File: config.mk
export PLATFORM = sky130hd
export DESIGN_NAME = param_frame_tx_flat
export DESIGN_NICKNAME = d
export VERILOG_FILES = /design/src/rtl/param_frame_tx_if.sv /design/src/rtl/param_frame_tx.sv /design/src/flat_wrapper.sv
export SDC_FILE = /design/constraint.sdc
export NUM_CORES = 1
export LEC_CHECK = 0
export CORE_ASPECT_RATIO = 0.6
export CORE_UTILIZATION = 50
export CTS_BUF_LIST = sky130_fd_sc_hd__clkbuf_8
export CTS_CLUSTER_DIAMETER = 120
export CTS_CLUSTER_SIZE = 40
export DETAILED_ROUTE_END_ITERATION = 8
export HOLD_SLACK_MARGIN = 0.02
export PLACE_DENSITY = 0.75
export SKIP_CTS_REPAIR_TIMING = 1
export SLEW_MARGIN = 10
export SYNTH_ARGS = -nofsm -noshare
export SYNTH_HDL_FRONTEND = slang
export SYNTH_SLANG_ARGS = --single-unit
File: constraint.sdc
create_clock -name clk -period 2 [get_ports clk]
set_clock_uncertainty 0.15 [all_clocks]
set_input_delay 0.4 -clock clk [delete_from_list [all_inputs] [get_ports clk]]
set_output_delay 0.4 -clock clk [all_outputs]
set_load 0.005 [all_outputs]
File: src/rtl/param_frame_tx_if.sv
// Word-input handshake for param_frame_tx: the source drives {id, data} under valid/ready.
// Widths must match the parameters of the param_frame_tx instance this bundle connects to.
interface param_frame_tx_if #(
  parameter int DATA_WIDTH = 32,
  parameter int ID_WIDTH   = 8
);
  logic                  in_valid;
  logic                  in_ready;
  logic [DATA_WIDTH-1:0] in_data;
  logic [ID_WIDTH-1:0]   in_id;

  modport master (output in_valid, output in_data, output in_id, input in_ready);
  modport slave  (input in_valid, input in_data, input in_id, output in_ready);
endinterface

File: src/rtl/param_frame_tx.sv
// Tagged-word serial transmitter: frames each accepted {id, data} word as
// start(0), id LSB-first, data LSB-first, even parity, stop(1), each bit CLKS_PER_BIT cycles.
module param_frame_tx #(
  parameter int DATA_WIDTH   = 32,
  parameter int ID_WIDTH     = 8,
  parameter int CLKS_PER_BIT = 16
) (
  input  logic             clk,
  input  logic             rst_n,
  param_frame_tx_if.slave  in_if,
  output logic             tx_line,
  output logic             busy,
  output logic             done
);

  localparam int CNT_M  = (CLKS_PER_BIT < 2) ? 2 : CLKS_PER_BIT;
  localparam int BIT_MX = (ID_WIDTH > DATA_WIDTH) ? ID_WIDTH : DATA_WIDTH;
  localparam int BIT_M  = (BIT_MX < 2) ? 2 : BIT_MX;
  localparam int CNT_W  = $clog2(CNT_M);
  localparam int BIT_W  = $clog2(BIT_M);

  localparam logic [CNT_W-1:0] CNT_LAST = CNT_W'(CLKS_PER_BIT - 1);
  localparam logic [BIT_W-1:0] ID_LAST  = BIT_W'(ID_WIDTH - 1);
  localparam logic [BIT_W-1:0] DAT_LAST = BIT_W'(DATA_WIDTH - 1);

  localparam logic [2:0] S_IDLE   = 3'd0;
  localparam logic [2:0] S_START  = 3'd1;
  localparam logic [2:0] S_ID     = 3'd2;
  localparam logic [2:0] S_DATA   = 3'd3;
  localparam logic [2:0] S_PARITY = 3'd4;
  localparam logic [2:0] S_STOP   = 3'd5;

  logic [2:0]            state;
  logic [CNT_W-1:0]      cnt;
  logic [BIT_W-1:0]      bit_idx;
  logic [ID_WIDTH-1:0]   id_sr;
  logic [DATA_WIDTH-1:0] data_sr;
  logic [ID_WIDTH-1:0]   id_next;
  logic [DATA_WIDTH-1:0] data_next;
  logic                  parity;
  logic                  ready_en;
  logic                  accept;

  // ready_en keeps in_ready low until the first edge after reset is released
  always_ff @(posedge clk or negedge rst_n) begin
    if (!rst_n) ready_en <= 1'b0;
    else        ready_en <= 1'b1;
  end

  assign in_if.in_ready = ready_en && (state == S_IDLE);
  assign busy           = (state != S_IDLE);
  assign accept         = in_if.in_valid && in_if.in_ready;
  assign id_next        = id_sr >> 1;
  assign data_next      = data_sr >> 1;

  // tx_line is loaded with the level of the bit being entered, so it is purely registered
  always_ff @(posedge clk or negedge rst_n) begin
    if (!rst_n) begin
      state   <= S_IDLE;
      cnt     <= '0;
      bit_idx <= '0;
      id_sr   <= '0;
      data_sr <= '0;
      parity  <= 1'b0;
      tx_line <= 1'b1;
      done    <= 1'b0;
    end else begin
      done <= 1'b0;
      if (state == S_IDLE) begin
        if (accept) begin
          state   <= S_START;
          cnt     <= '0;
          bit_idx <= '0;
          id_sr   <= in_if.in_id;
          data_sr <= in_if.in_data;
          parity  <= ^{in_if.in_id, in_if.in_data};
          tx_line <= 1'b0;
        end
      end else if (cnt != CNT_LAST) begin
        cnt <= cnt + CNT_W'(1);
      end else begin
        cnt <= '0;
        case (state)
          S_START: begin
            state   <= S_ID;
            tx_line <= id_sr[0];
          end
          S_ID: begin
            if (bit_idx == ID_LAST) begin
              state   <= S_DATA;
              bit_idx <= '0;
              tx_line <= data_sr[0];
            end else begin
              bit_idx <= bit_idx + BIT_W'(1);
              id_sr   <= id_next;
              tx_line <= id_next[0];
            end
          end
          S_DATA: begin
            if (bit_idx == DAT_LAST) begin
              state   <= S_PARITY;
              bit_idx <= '0;
              tx_line <= parity;
            end else begin
              bit_idx <= bit_idx + BIT_W'(1);
              data_sr <= data_next;
              tx_line <= data_next[0];
            end
          end
          S_PARITY: begin
            state   <= S_STOP;
            tx_line <= 1'b1;
          end
          S_STOP: begin
            state   <= S_IDLE;
            done    <= 1'b1;
            tx_line <= 1'b1;
          end
          default: begin
            state   <= S_IDLE;
            tx_line <= 1'b1;
          end
        endcase
      end
    end
  end

endmodule

File: src/flat_wrapper.sv
// flat-port wrapper written by rule: the top's interface ports become plain ports
module param_frame_tx_flat 
#(
  parameter int DATA_WIDTH   = 32,
  parameter int ID_WIDTH     = 8,
  parameter int CLKS_PER_BIT = 16
)
  (clk, rst_n, tx_line, busy, done, in_if_in_valid, in_if_in_data, in_if_in_id, in_if_in_ready);
  param_frame_tx_if #(.DATA_WIDTH(DATA_WIDTH), .ID_WIDTH(ID_WIDTH)) in_if_i ();
  input  logic clk;
  input  logic rst_n;
  output logic tx_line;
  output logic busy;
  output logic done;
  input wire logic [$bits(in_if_i.in_valid)-1:0] in_if_in_valid;
  input wire logic [$bits(in_if_i.in_data)-1:0] in_if_in_data;
  input wire logic [$bits(in_if_i.in_id)-1:0] in_if_in_id;
  output wire logic [$bits(in_if_i.in_ready)-1:0] in_if_in_ready;
  assign in_if_i.in_valid = in_if_in_valid;
  assign in_if_i.in_data = in_if_in_data;
  assign in_if_i.in_id = in_if_in_id;
  assign in_if_in_ready = in_if_i.in_ready;
  param_frame_tx #(.DATA_WIDTH(DATA_WIDTH), .ID_WIDTH(ID_WIDTH), .CLKS_PER_BIT(CLKS_PER_BIT)) u_core (.clk(clk), .rst_n(rst_n), .in_if(in_if_i), .tx_line(tx_line), .busy(busy), .done(done));
endmodule
== After elaboration in Yosys (flattened, before gate mapping) ==
Cells that the tools add are included.

* Bits in latches: 0
* Input port bits: 43
* Bits in read-only memories: 0
* Register bits: 56
* Logic and storage cells: 73
* Output and inout port bits: 4
* Memory bits (writable): 0
* Memories kept: 0

* Mux-type cells: 34
* Order comparisons: 0
* Div/mod/pow operators: 0
* Multiply operators: 0
* Reduce and logical (&&, ||, !) cells: 14
* Add/sub/neg operators: 2
* Eq/ne operators: 14
* Shifts and indexed selects: 0
* Bitwise logic cells: 0

{| class="wikitable"
|+ Operator list
! operator !! number
|-
| $mux 32 || 5
|-
| $mux 8 || 5
|-
| $reduce_xor 40->1 || 1
|-
| $mux 5 || 5
|-
| $mux 3 || 5
|-
| $mux 4 || 3
|-
| $pmux 3 s4 || 1
|-
| $reduce_and 4->1 || 3
|-
| $pmux 5 s2 || 1
|-
| $mux 1 || 8
|-
| $ne 2x1->1 const B || 4
|-
| $eq 3x2->1 const B || 2
|-
| $eq 3x3->1 const B || 2
|-
| $ne 3x1->1 const B || 2
|-
| $reduce_bool 3->1 || 2
|-
| $add 5x1->5 const B || 1
|-
| $eq 5x3->1 const B || 1
|-
| $eq 5x5->1 const B || 1
|-
| $add 4x1->4 const B || 1
|-
| $ne 4x4->1 const B || 1
|-
| $reduce_and 2->1 || 2
|-
| $reduce_bool 2->1 || 2
|-
| $eq 3x1->1 const B || 1
|-
| $logic_not 3->1 || 1
|-
| 3 further kinds || 4
|}

== Longest topological paths before layout ==
Gate-level depths: netlist of the first run.

* Depth in word-level cells: 5
* Depth in mapped cells: 10
* Mapped depth without buffers: 8

== Worst setup path after synthesis of the first run ==
OpenSTA, ideal clock, no wires.

* Kind: register to register
* Start: reg u_core.bit_idx[0]
* End: reg u_core.bit_idx[2]
* Setup time: 0.066 ns
* Stages on the path, launching flop included: 8
* Data arrival time: 1.739 ns
* Required time: 1.784 ns
* Setup slack: 0.045 ns
* Path buffers: 0
* Clock period less this slack: 1.955 ns
* Cell sequence: dfrtp_1 ha_1 and3_1 ha_1 nand3_1 a21oi_1 or4b_1 nand2_1

* Word-level cells in the longest chain between the ends: 5
* Elaborated cells between the ends (all ways): 8
* Classes of those cells: 1 x add/sub; 2 x eq/ne; 5 x mux

{| class="wikitable"
|+ RTL lines
! element !! line !! text
|-
| from (decl) || param_frame_tx.sv:35 || <nowiki>logic [BIT_W-1:0] bit_idx;</nowiki>
|-
| from (signal assigned) || param_frame_tx.sv:94 || <nowiki>bit_idx <= bit_idx + BIT_W'(1);</nowiki>
|-
| from (signal assigned) || param_frame_tx.sv:105 || <nowiki>bit_idx <= bit_idx + BIT_W'(1);</nowiki>
|-
| $add 5x1->5 (tied with other cells) || param_frame_tx.sv:94, param_frame_tx.sv:105 ||
|-
| $mux 5, on equally long branches || param_frame_tx.sv:100, param_frame_tx.sv:89 ||
|-
| $pmux 5 s2 * || param_frame_tx.sv:83 || <nowiki>case (state)</nowiki>
|-
| $mux 5 * || param_frame_tx.sv:79 || <nowiki>end else if (cnt != CNT_LAST) begin</nowiki>
|-
| $mux 5 * || param_frame_tx.sv:69 || <nowiki>if (state == S_IDLE) begin</nowiki>
|}

Every way passes the cells marked *; elsewhere a longest branch is shown, timed or not. The select of a mux whose other input is x is not followed.
A chain may end at the register's enable or synchronous reset.

== Worst setup path after layout of the first run ==
* Start: reg u_core.state[1]
* End: out in_if_in_ready

* Word-level cells in the longest chain between the ends: 2

{| class="wikitable"
|+ RTL lines
! element !! line !! text
|-
| from (decl) || param_frame_tx.sv:33 || <nowiki>logic [2:0] state;</nowiki>
|-
| from (signal assigned) || param_frame_tx.sv:59 || <nowiki>state <= S_IDLE;</nowiki>
|-
| from (signal assigned) || param_frame_tx.sv:71 || <nowiki>state <= S_START;</nowiki>
|-
| from (signal assigned) || param_frame_tx.sv:85 || <nowiki>state <= S_ID;</nowiki>
|-
| $logic_not 3->1 || param_frame_tx.sv:50 || <nowiki>assign in_if.in_ready = ready_en && (state == S_IDLE);</nowiki>
|-
| $logic_and 1x1->1 || param_frame_tx.sv:50 ||
|-
| to (decl) || flat_wrapper.sv:18 || <nowiki>output wire logic [$bits(in_if_i.in_ready)-1:0] in_if_in_ready;</nowiki>
|}

Every way passes these cells.

==> results.sh, run 1 <==
export IMPL_leakagePower_nw=2.02
export IMPL_finalInstanceArea_mm2=0.00438
export IMPL_internal_power_mw=3.13
export IMPL_core_area_mm2=0.00570
export IMPL_drv_slew=0
export IMPL_synth_area_per_cell_um2=9.00
export IMPL_powerDensity_mw_per_mm2=1160
export IMPL_worstPathRequired_ns=1.45
export IMPL_hold_viol=0
export IMPL_final_util=0.769
export IMPL_fin_ws_ns=-0.0264
export IMPL_fin_crit_sh=1.01
export IMPL_crit_type="register to primary output"
export IMPL_initial_core_util=0.532
export IMPL_path_cells="or2_4 > nor2_8 > buf_4 > and2_1 > buf_2"
export IMPL_final_cell_mix="nand2_1 (79), dfrtp_1 (55), buf_4 (43), nor2_1 (34), a31oi_1 (34)"
export IMPL_place_gp_congestion=0.860
export IMPL_max_freq_ghz=0.493
export IMPL_ir_drop_mv=0.463
export IMPL_synth_seq_cells=56
export IMPL_drt_wl_total_um=8580
export IMPL_grt_max_degree=57
export IMPL_drt_pass1_iter_count=5
export IMPL_antenna_found_initial=0
export IMPL_synth_main_ff_cell="dfrtp_1"
export IMPL_path_clk_slew_ns=0.10
export IMPL_path_max_fanout=4
export IMPL_ctsHtreeMaxLevel=2
export IMPL_cp_num_buf_inv=2
export IMPL_antenna_left=0
export IMPL_syn_inst=337
export IMPL_setup_violations_final=4
export IMPL_drc=0
export IMPL_pre_cts_ws_ns=-0.458
export IMPL_p_switching_mw=1.96
export IMPL_synth_edf_count=0
export IMPL_final_common_cell="nand2_1"
export IMPL_slowest_delay_ns=0.40
export IMPL_place_area_mm2=0.00384
export IMPL_final_setup_tns_ns=-0.0785
export IMPL_die_area_mm2=0.00639
export IMPL_die_height_um=62.3
export IMPL_status="complete, but fails checks"
export IMPL_tritoncts="built"
export IMPL_syn_num_nets=383
export IMPL_rows=21
export IMPL_post_route_min_period_ns=2.03
export IMPL_crit_slowest_cell="dfrtp_1"
export IMPL_swShare=0.384
export IMPL_arrival_ns=1.48
export IMPL_clock_root_buffer="clkbuf_8"
export IMPL_netlist_area_mm2=0.00303
export IMPL_synth_area_top_cells="dfrtp_1 (45%), nand2_1 (9.9%), xnor2_1 (9.5%)"
export IMPL_maxCapViolations=0
export IMPL_cts_made_buffers=5
export IMPL_first_global_vias=2368
export IMPL_port_buffers=46
export IMPL_cts_buffer_depth=2
export IMPL_hold_class="input pin to register"
export IMPL_ios=47
export IMPL_critPathLaunchType="register"
export IMPL_synth_top_area_share=0.454
export IMPL_rsz0062_at_grt="true"
export IMPL_drt_iter0_drc=267
export IMPL_synth_top_area_cell="dfrtp_1"
export IMPL_crit_family="simple AND/OR/NAND/NOR gates"
export IMPL_cts_sinks=56
export IMPL_drive_above_1_share=0.242
export IMPL_via_count=2841
export IMPL_yosys_warnings=0
export IMPL_synthArstFlopShare=1.00
export IMPL_syn2layout_area_growth_pct=44.6
export IMPL_clk_latency_ns=0.32
export IMPL_dp_hpwl_um=5160
export IMPL_grt_usage=0.239
export IMPL_vias_per_cell=5.58
export IMPL_ys_types=38
export IMPL_n_antenna_cell=0
export IMPL_ys_seq_area_frac=0.463
export IMPL_failed_checks="setup timing"
export IMPL_grt_ovfl_total=0
export IMPL_seqPwrFrac=0.370
export IMPL_critPathCaptureType="primary output"
export IMPL_grt_pass1_wl_um=11700
export IMPL_die_w_um=103
export IMPL_combPwrFrac=0.468
export IMPL_power_share_clock=0.162
export IMPL_nets=474
export IMPL_p_total_mw=5.09
export IMPL_wl_per_cell_um=16.9
-- per-stage QoR --
stage | cells | hold WS (ns)
6_report | 509 | 0.251
5_1_grt | 509 | 0.269
4_1_cts | 493 | -0.0679
3_5_place_dp | 485 | 0.270
3_3_place_gp | 485 | 0.272
2_1_floorplan | 337 | -0.0456
-- cell type report --
| type | count | area [um^2] |
|---|---|---|
| clock buffers | 7 | 96.3 |
| clock inverters | 1 | 30.0 |
| fillers | 384 | 1320 |
| inverters | 5 | 23.8 |
| repair buffers | 102 | 1050 |
| well taps | 80 | 100 |
| flip-flops and latches | 56 | 1400 |
| multi-input cells | 258 | 1680 |
-- synthesized netlist by cell type, drive strengths merged (5+ instances only) --
cell type  count
nor2          42
nand2         80
a21oi          7
inv            5
a31oi         35
clkbuf         5
nand3          5
dfrtp         55
mux2i          7
buf           13
xor2           5
o21ai         19
xnor2         33
-- flip-flops by register name (all words and copies together), names as in the netlist, named ones only --
signal / flops
u_core.bit_idx: 5
u_core.cnt: 4
u_core.data_sr: 32
u_core.done: 1
u_core.id_sr: 8
u_core.parity: 1
u_core.ready_en: 1
u_core.state: 2
u_core.tx_line: 1
-- worst min-delay path: stages --
cell and delay, ns:
dlymetal6s2s_1 0.15, nand2_1 0.07, a31oi_1 0.07
-- power by group through the flow --
stage               clock (mW)  sequential (mW)  combinational, mW
finish                   0.824             1.88               2.38
global route             0.873             1.92               2.58
CTS                      0.819             1.85               2.01
floorplan                    0             1.80               1.42
detailed placement           0             1.87               2.00
global placement             0             1.85               1.92
-- layer usage --
layer / part of all wire / wire length [um] / track usage
met2: 0.46 / 3910 / 0.347
met1: 0.44 / 3810 / 0.362
met3: 0.079 / 679 / 0.0518
met4: 0.021 / 179 / 0.0589
met5: 0 / 0 / 0
-- path summary, 6_finish.rpt --
| kind | slack [ns] | cells after the start | start | end |
|---|---|---|---|---|
| max | -0.03 | 5 | u_core.state[1] | in_if_in_ready |
| min | 0.25 | 3 | in_if_in_data[23] | u_core.data_sr[23] |
| max reg2reg | -0.03 | 8 | u_core.state[1] | u_core.cnt[0] |
| min reg2reg | 0.35 | 2 | u_core.id_sr[0] | u_core.id_sr[0] |
| max in group asynchronous | 0.95 | 3 | rst_n | u_core.tx_line |
| min in group asynchronous | 0.46 | 3 | rst_n | u_core.state[1] |
-- kinds of logic after synthesis --
family | share of synthesized area
muxes | 0.0305
AOI/OAI and AO/OA | 0.143
buffers and inverters | 0.0425
DFF | 0.463
and+or+nand+nor | 0.191
adders and majority gates | 0.0124
other | 0.00124
xor gates and xnor gates | 0.117
(Power assumes the default switching activity.)
==> run 2: changes to the inputs <==
--- a/config.mk
+++ b/config.mk
@@ -6,6 +6,7 @@
 export NUM_CORES = 1
 export LEC_CHECK = 0
 export CORE_ASPECT_RATIO = 0.6
+export CORE_MARGIN = 3
 export CORE_UTILIZATION = 50
 export CTS_BUF_LIST = sky130_fd_sc_hd__clkbuf_8
 export CTS_CLUSTER_DIAMETER = 120
@@ -13,6 +14,7 @@
 export DETAILED_ROUTE_END_ITERATION = 8
 export HOLD_SLACK_MARGIN = 0.02
 export PLACE_DENSITY = 0.75
+export RECOVER_POWER = 50
 export SKIP_CTS_REPAIR_TIMING = 1
 export SLEW_MARGIN = 10
 export SYNTH_ARGS = -nofsm -noshare
==> run 2 against run 1 <==
  * The flow now finishes without violations
  * Maximum frequency is 3.4% higher
  * Critical endpoint is now u_core.parity
  * Sequential share of layout area is 2.8 points higher
  * Largest cell class unchanged
  * Final area is 8.0% lower
  * Combinational power is 14% lower
  * Critical path type is now input pin to register
  * Power is 11% lower
  * Cell count is 3.9% lower
==> results.sh, run 2 (synthesis results as in run 1) <==
export IMPL_status="completed"
export IMPL_via_count=2645
export IMPL_clk_latency_ns=0.30
export IMPL_place_gp_congestion=0.829
export IMPL_max_freq_ghz=0.510
export IMPL_die_area_mm2=0.00706
export IMPL_crit_type="input pin to register"
export IMPL_grt_ovfl_total=0
export IMPL_tightest_slew_ns=0.750
export IMPL_vias_per_cell=5.41
export IMPL_worstRegToRegCells=7
export IMPL_critPathCaptureType="register"
export IMPL_final_setup_tns_ns=0
export IMPL_drt_wl_total_um=7080
export IMPL_setup_violations_final=0
export IMPL_maxCapViolations=0
export IMPL_final_common_cell="nand2_1"
export IMPL_clock_root_buffer="clkbuf_8"
export IMPL_ir_drop_mv=0.637
export IMPL_largest_reg_flops=32
export IMPL_core_area_mm2=0.00573
export IMPL_drt_pass1_iter_count=5
export IMPL_min_path_cells=3
export IMPL_first_global_vias=2377
export IMPL_die_w_um=107
export IMPL_path_clk_slew_ns=0.10
export IMPL_critPathLaunchType="input pin"
export IMPL_hold_class="input pin to register"
export IMPL_antenna_found_initial=0
export IMPL_die_height_um=66.3
export IMPL_grt_pass1_wl_um=11400
export IMPL_pre_cts_ws_ns=-0.494
export IMPL_nets=454
export IMPL_drc=0
export IMPL_final_util=0.704
export IMPL_powerDensity_mw_per_mm2=1130
export IMPL_antenna_left=0
export IMPL_grt_usage=0.202
export IMPL_leakagePower_nw=1.84
export IMPL_n_antenna_cell=0
export IMPL_drive_above_1_share=0.161
export IMPL_hold_slack_ns=0.269
export IMPL_cts_made_buffers=5
export IMPL_fin_ws_ns=0.0402
export IMPL_port_buffers=46
export IMPL_grt_max_degree=57
export IMPL_ctsHtreeMaxLevel=2
export IMPL_top_regs="u_core.data_sr (32), u_core.id_sr (8), u_core.bit_idx (5)"
export IMPL_syn2layout_area_growth_pct=33.0
export IMPL_dp_hpwl_um=4900
export IMPL_rows=21
export IMPL_ios=47
export IMPL_slew_headroom=0.500
export IMPL_regMostFlops="u_core.data_sr"
export IMPL_path_max_fanout=2
export IMPL_cts_buffer_depth=2
export IMPL_final_cell_mix="nand2_1 (80), dfrtp_1 (55), nor2_1 (39), a31oi_1 (34), clkdlybuf4s50_1 (34)"
export IMPL_tritoncts="built"
export IMPL_hold_viol=0
export IMPL_initial_core_util=0.529
export IMPL_wl_per_cell_um=14.5
export IMPL_cts_sinks=56
export IMPL_worstPathRequired_ns=2.09
export IMPL_arrival_ns=2.05
export IMPL_drt_iter0_drc=175
export IMPL_fin_crit_sh=0.980
export IMPL_drv_slew=0
export IMPL_post_route_min_period_ns=1.96
==> run 2: cell types whose count changed in the layout (fill, tap and decap cells not counted), moves of 3 or more <==
cell,previous run,this run
clkdlybuf4s50_1,30,34
buf_12,6,3
xnor2_2,10,6
buf_4,43,30
clkbuf_16,4,1
nor2_2,4,1
xnor2_1,23,27
nor2_1,34,39
==> run 2: per-stage QoR <==
step	cells	area [um^2]	power [mW]
2_1_floorplan	337	3030	3.21
3_3_place_gp	478	3780	3.76
3_5_place_dp	478	3780	3.83
4_1_cts	486	3870	4.47
5_1_grt	489	4030	4.91
6_report	489	4030	4.55
==> run 2: final cells by class <==
| type | count | area [um^2] |
|---|---|---|
| fill | 464 | 1700 |
| multi-input combinational | 258 | 1600 |
| sequential | 56 | 1400 |
| timing repair buffer | 82 | 811 |
| tap | 80 | 100 |
| clock buffer | 6 | 82.6 |
| inverter | 5 | 21.3 |
| clock inverter | 2 | 11.3 |
==> run 2: final timing paths <==
path / startpoint / slack [ns] / endpoint
worst max-delay path: in_if_in_data[24] / 0.04 / u_core.parity
worst max register to register: u_core.bit_idx[0] / 0.07 / u_core.bit_idx[2]
worst min-delay path: in_if_in_data[11] / 0.27 / u_core.data_sr[11]
worst min register to register: u_core.id_sr[0] / 0.34 / u_core.id_sr[0]
min in group asynchronous: rst_n / 0.64 / u_core.bit_idx[2]
max in group asynchronous: rst_n / 0.56 / u_core.data_sr[16]
==> run 2: where the power goes <==
group | switching (mW) | leakage, nW | internal [mW]
registers | 0.265 | 0.666 | 1.59
logic | 1.10 | 1.12 | 0.952
clock network | 0.366 | 0.0486 | 0.278
total | 1.73 | 1.84 | 2.82
==> run 2: critical path, cell delays in order <==
cell and delay [ns]:
clkdlybuf4s50_1 0.46, xnor2_2 0.18, xnor2_2 0.15, xnor2_1 0.23, xnor3_1 0.35, xnor2_1 0.13, a21oi_1 0.14
==> run 2: layer usage <==
| metal | global-route usage | wire length, um | vias up |
|---|---|---|---|
| met5 | 0 | 0 | - |
| met4 | 0.0383 | 41 | 0 |
| met3 | 0.0390 | 495 | 8 |
| met2 | 0.297 | 3010 | 106 |
| met1 | 0.309 | 3530 | 1247 |
| li1 | - | - | 1284 |
==> run 3: changes to the inputs <==
--- a/config.mk
+++ b/config.mk
@@ -7,13 +7,14 @@
 export LEC_CHECK = 0
 export CORE_ASPECT_RATIO = 0.6
 export CORE_MARGIN = 3
-export CORE_UTILIZATION = 50
+export CORE_UTILIZATION = 58
 export CTS_BUF_LIST = sky130_fd_sc_hd__clkbuf_8
 export CTS_CLUSTER_DIAMETER = 120
 export CTS_CLUSTER_SIZE = 40
 export DETAILED_ROUTE_END_ITERATION = 8
+export GPL_TIMING_DRIVEN = 0
 export HOLD_SLACK_MARGIN = 0.02
-export PLACE_DENSITY = 0.75
+export PLACE_DENSITY = 0.82
 export RECOVER_POWER = 50
 export SKIP_CTS_REPAIR_TIMING = 1
 export SLEW_MARGIN = 10
==> constraint.sdc (replaced) <==
create_clock -name clk -period 2.4 [get_ports clk]
set_clock_uncertainty 0.15 [all_clocks]
set_input_delay 0.48 -clock clk [delete_from_list [all_inputs] [get_ports clk]]
set_output_delay 0.48 -clock clk [all_outputs]
set_load 0.005 [all_outputs]
==> run 3 against run 2 <==
  * Power fell by 18%
  * Largest power group unchanged
  * Critical endpoint is now busy
  * Critical path type is now register to primary output
  * Largest cell class unchanged
  * Sequential power fell by 16%
  * Sequential share of layout area rose by 3.1 points
==> results.sh, run 3 (synthesis results as in run 1) <==
export IMPL_status="completed"
export IMPL_tritoncts="built"
export IMPL_dp_hpwl_um=5030
export IMPL_clock_root_buffer="clkbuf_8"
export IMPL_powerDensity_mw_per_mm2=1010
export IMPL_grt_max_degree=57
export IMPL_max_freq_ghz=0.454
export IMPL_p_total_mw=3.73
export IMPL_place_area_mm2=0.00357
export IMPL_fin_crit_sh=0.918
export IMPL_grt_pass1_wl_um=10900
export IMPL_largest_reg_flops=32
export IMPL_critPathCaptureType="primary output"
export IMPL_critPathLaunchType="register"
export IMPL_setup_violations_final=0
export IMPL_crit_family="flip-flops"
export IMPL_drt_pass1_iter_count=4
export IMPL_worstPathRequired_ns=1.77
export IMPL_cts_sinks=56
export IMPL_grt_ovfl_total=0
export IMPL_finalInstanceArea_mm2=0.00371
export IMPL_worstRegToRegCells=8
export IMPL_final_cell_mix="nand2_1 (80), dfrtp_1 (54), clkdlybuf4s50_1 (43), nor2_1 (40), a31oi_1 (35)"
export IMPL_top_regs="u_core.data_sr (32), u_core.id_sr (8), u_core.bit_idx (5)"
export IMPL_slowest_delay_ns=0.46
export IMPL_cts_made_buffers=5
export IMPL_die_w_um=99.3
export IMPL_drive_above_1_share=0.0814
export IMPL_post_route_min_period_ns=2.20
export IMPL_antenna_left=0
export IMPL_place_gp_congestion=0.828
export IMPL_antenna_found_initial=0
export IMPL_clk_latency_ns=0.31
export IMPL_final_seq_area_mm2=0.00140
export IMPL_regMostFlops="u_core.data_sr"
export IMPL_cp_num_buf_inv=3
export IMPL_ctsHtreeMaxLevel=2
export IMPL_core_area_mm2=0.00480
export IMPL_hold_slack_ns=0.312
export IMPL_path_clk_slew_ns=0.09
export IMPL_nFillCells=342
export IMPL_path_cells="or2_4 > nor2_8 > buf_12 > inv_6 > dlymetal6s2s_1"
export IMPL_initial_core_util=0.631
export IMPL_final_common_cell="nand2_1"
export IMPL_maxCapViolations=0
export IMPL_arrival_ns=1.57
export IMPL_die_area_mm2=0.00616
export IMPL_drt_wl_total_um=6750
export IMPL_drc=0
export IMPL_grt_usage=0.227
export IMPL_hold_class="input pin to async pin"
export IMPL_drt_iter0_drc=145
export IMPL_via_count=2551
export IMPL_cp_num_cells=5
export IMPL_nets=438
export IMPL_ios=47
export IMPL_cts_buffer_depth=2
export IMPL_rows=19
export IMPL_wl_per_cell_um=14.8
export IMPL_ir_drop_mv=0.586
export IMPL_leakagePower_nw=1.62
export IMPL_hold_viol=0
export IMPL_n_antenna_cell=0
export IMPL_drv_slew=0
export IMPL_first_global_vias=2295
export IMPL_crit_type="register to primary output"
export IMPL_path_max_fanout=21
export IMPL_die_height_um=62
export IMPL_syn2layout_area_growth_pct=22.3
export IMPL_multi_input_area_mm2=0.00150
export IMPL_crit_slowest_cell="dfrtp_2"
export IMPL_tightest_slew_ns=1.36
export IMPL_vias_per_cell=5.59
export IMPL_port_buffers=46
export IMPL_rsz0062_at_grt="false"
export IMPL_slew_headroom=0.0933
-- run 3: path summary, 6_finish.rpt --
path	end	slack, ns	startpoint
max	busy	0.20	u_core.state[0]
min	u_core.done	0.31	rst_n
max reg2reg	u_core.data_sr[14]	0.20	u_core.bit_idx[0]
min reg2reg	u_core.id_sr[5]	0.35	u_core.id_sr[5]
max in group asynchronous	u_core.state[0]	0.89	rst_n
min in group clk	u_core.id_sr[5]	0.35	u_core.id_sr[5]
-- run 3: cell type report --
cell class / count / share of cell area
multi-input combinational: 258 / 0.405
buffer: 15 / 0.0270
sequential: 56 / 0.379
tap: 63 / 0.0213
clock inverter: 2 / 0.00202
clock buffer: 6 / 0.0223
timing repair buffer: 51 / 0.138
inverter: 5 / 0.00641
-- run 3: worst register-to-register path: cells and delay by family (launching register included) --
family                     cells  cell delay [ns]
DFF                            1             0.41
buffers and inverters          2             0.35
and+or+nand+nor                2             0.39
AOI/OAI and AO/OA              2             0.26
adders and majority gates      2             0.52
-- run 3: metrics by stage --
step                worst slack [ns]  TNS, ns  cells   util
global placement               -1.06   -58.76    446  0.744
global route                  0.0615        0    456  0.772
floorplan                      0.430        0    337      -
CTS                           -0.593    -1.10    454  0.762
finish                         0.196        0    456  0.772
detailed placement            -0.245   -0.454    446  0.743
-- run 3: per-layer routing --
layer / wire, um / GRT usage / vias to the layer above
met2: 2780 / 0.339 / 84
met5: 0 / 0 / -
li1: - / - / 1248
met1: 3400 / 0.335 / 1215
met4: 44 / 0.0525 / 0
met3: 530 / 0.0591 / 4
-- run 3: power by group --
part,switching [mW],internal [mW],total (mW)
Clock,0.292,0.228,0.520
Combinational,0.891,0.757,1.65
Sequential,0.240,1.32,1.56
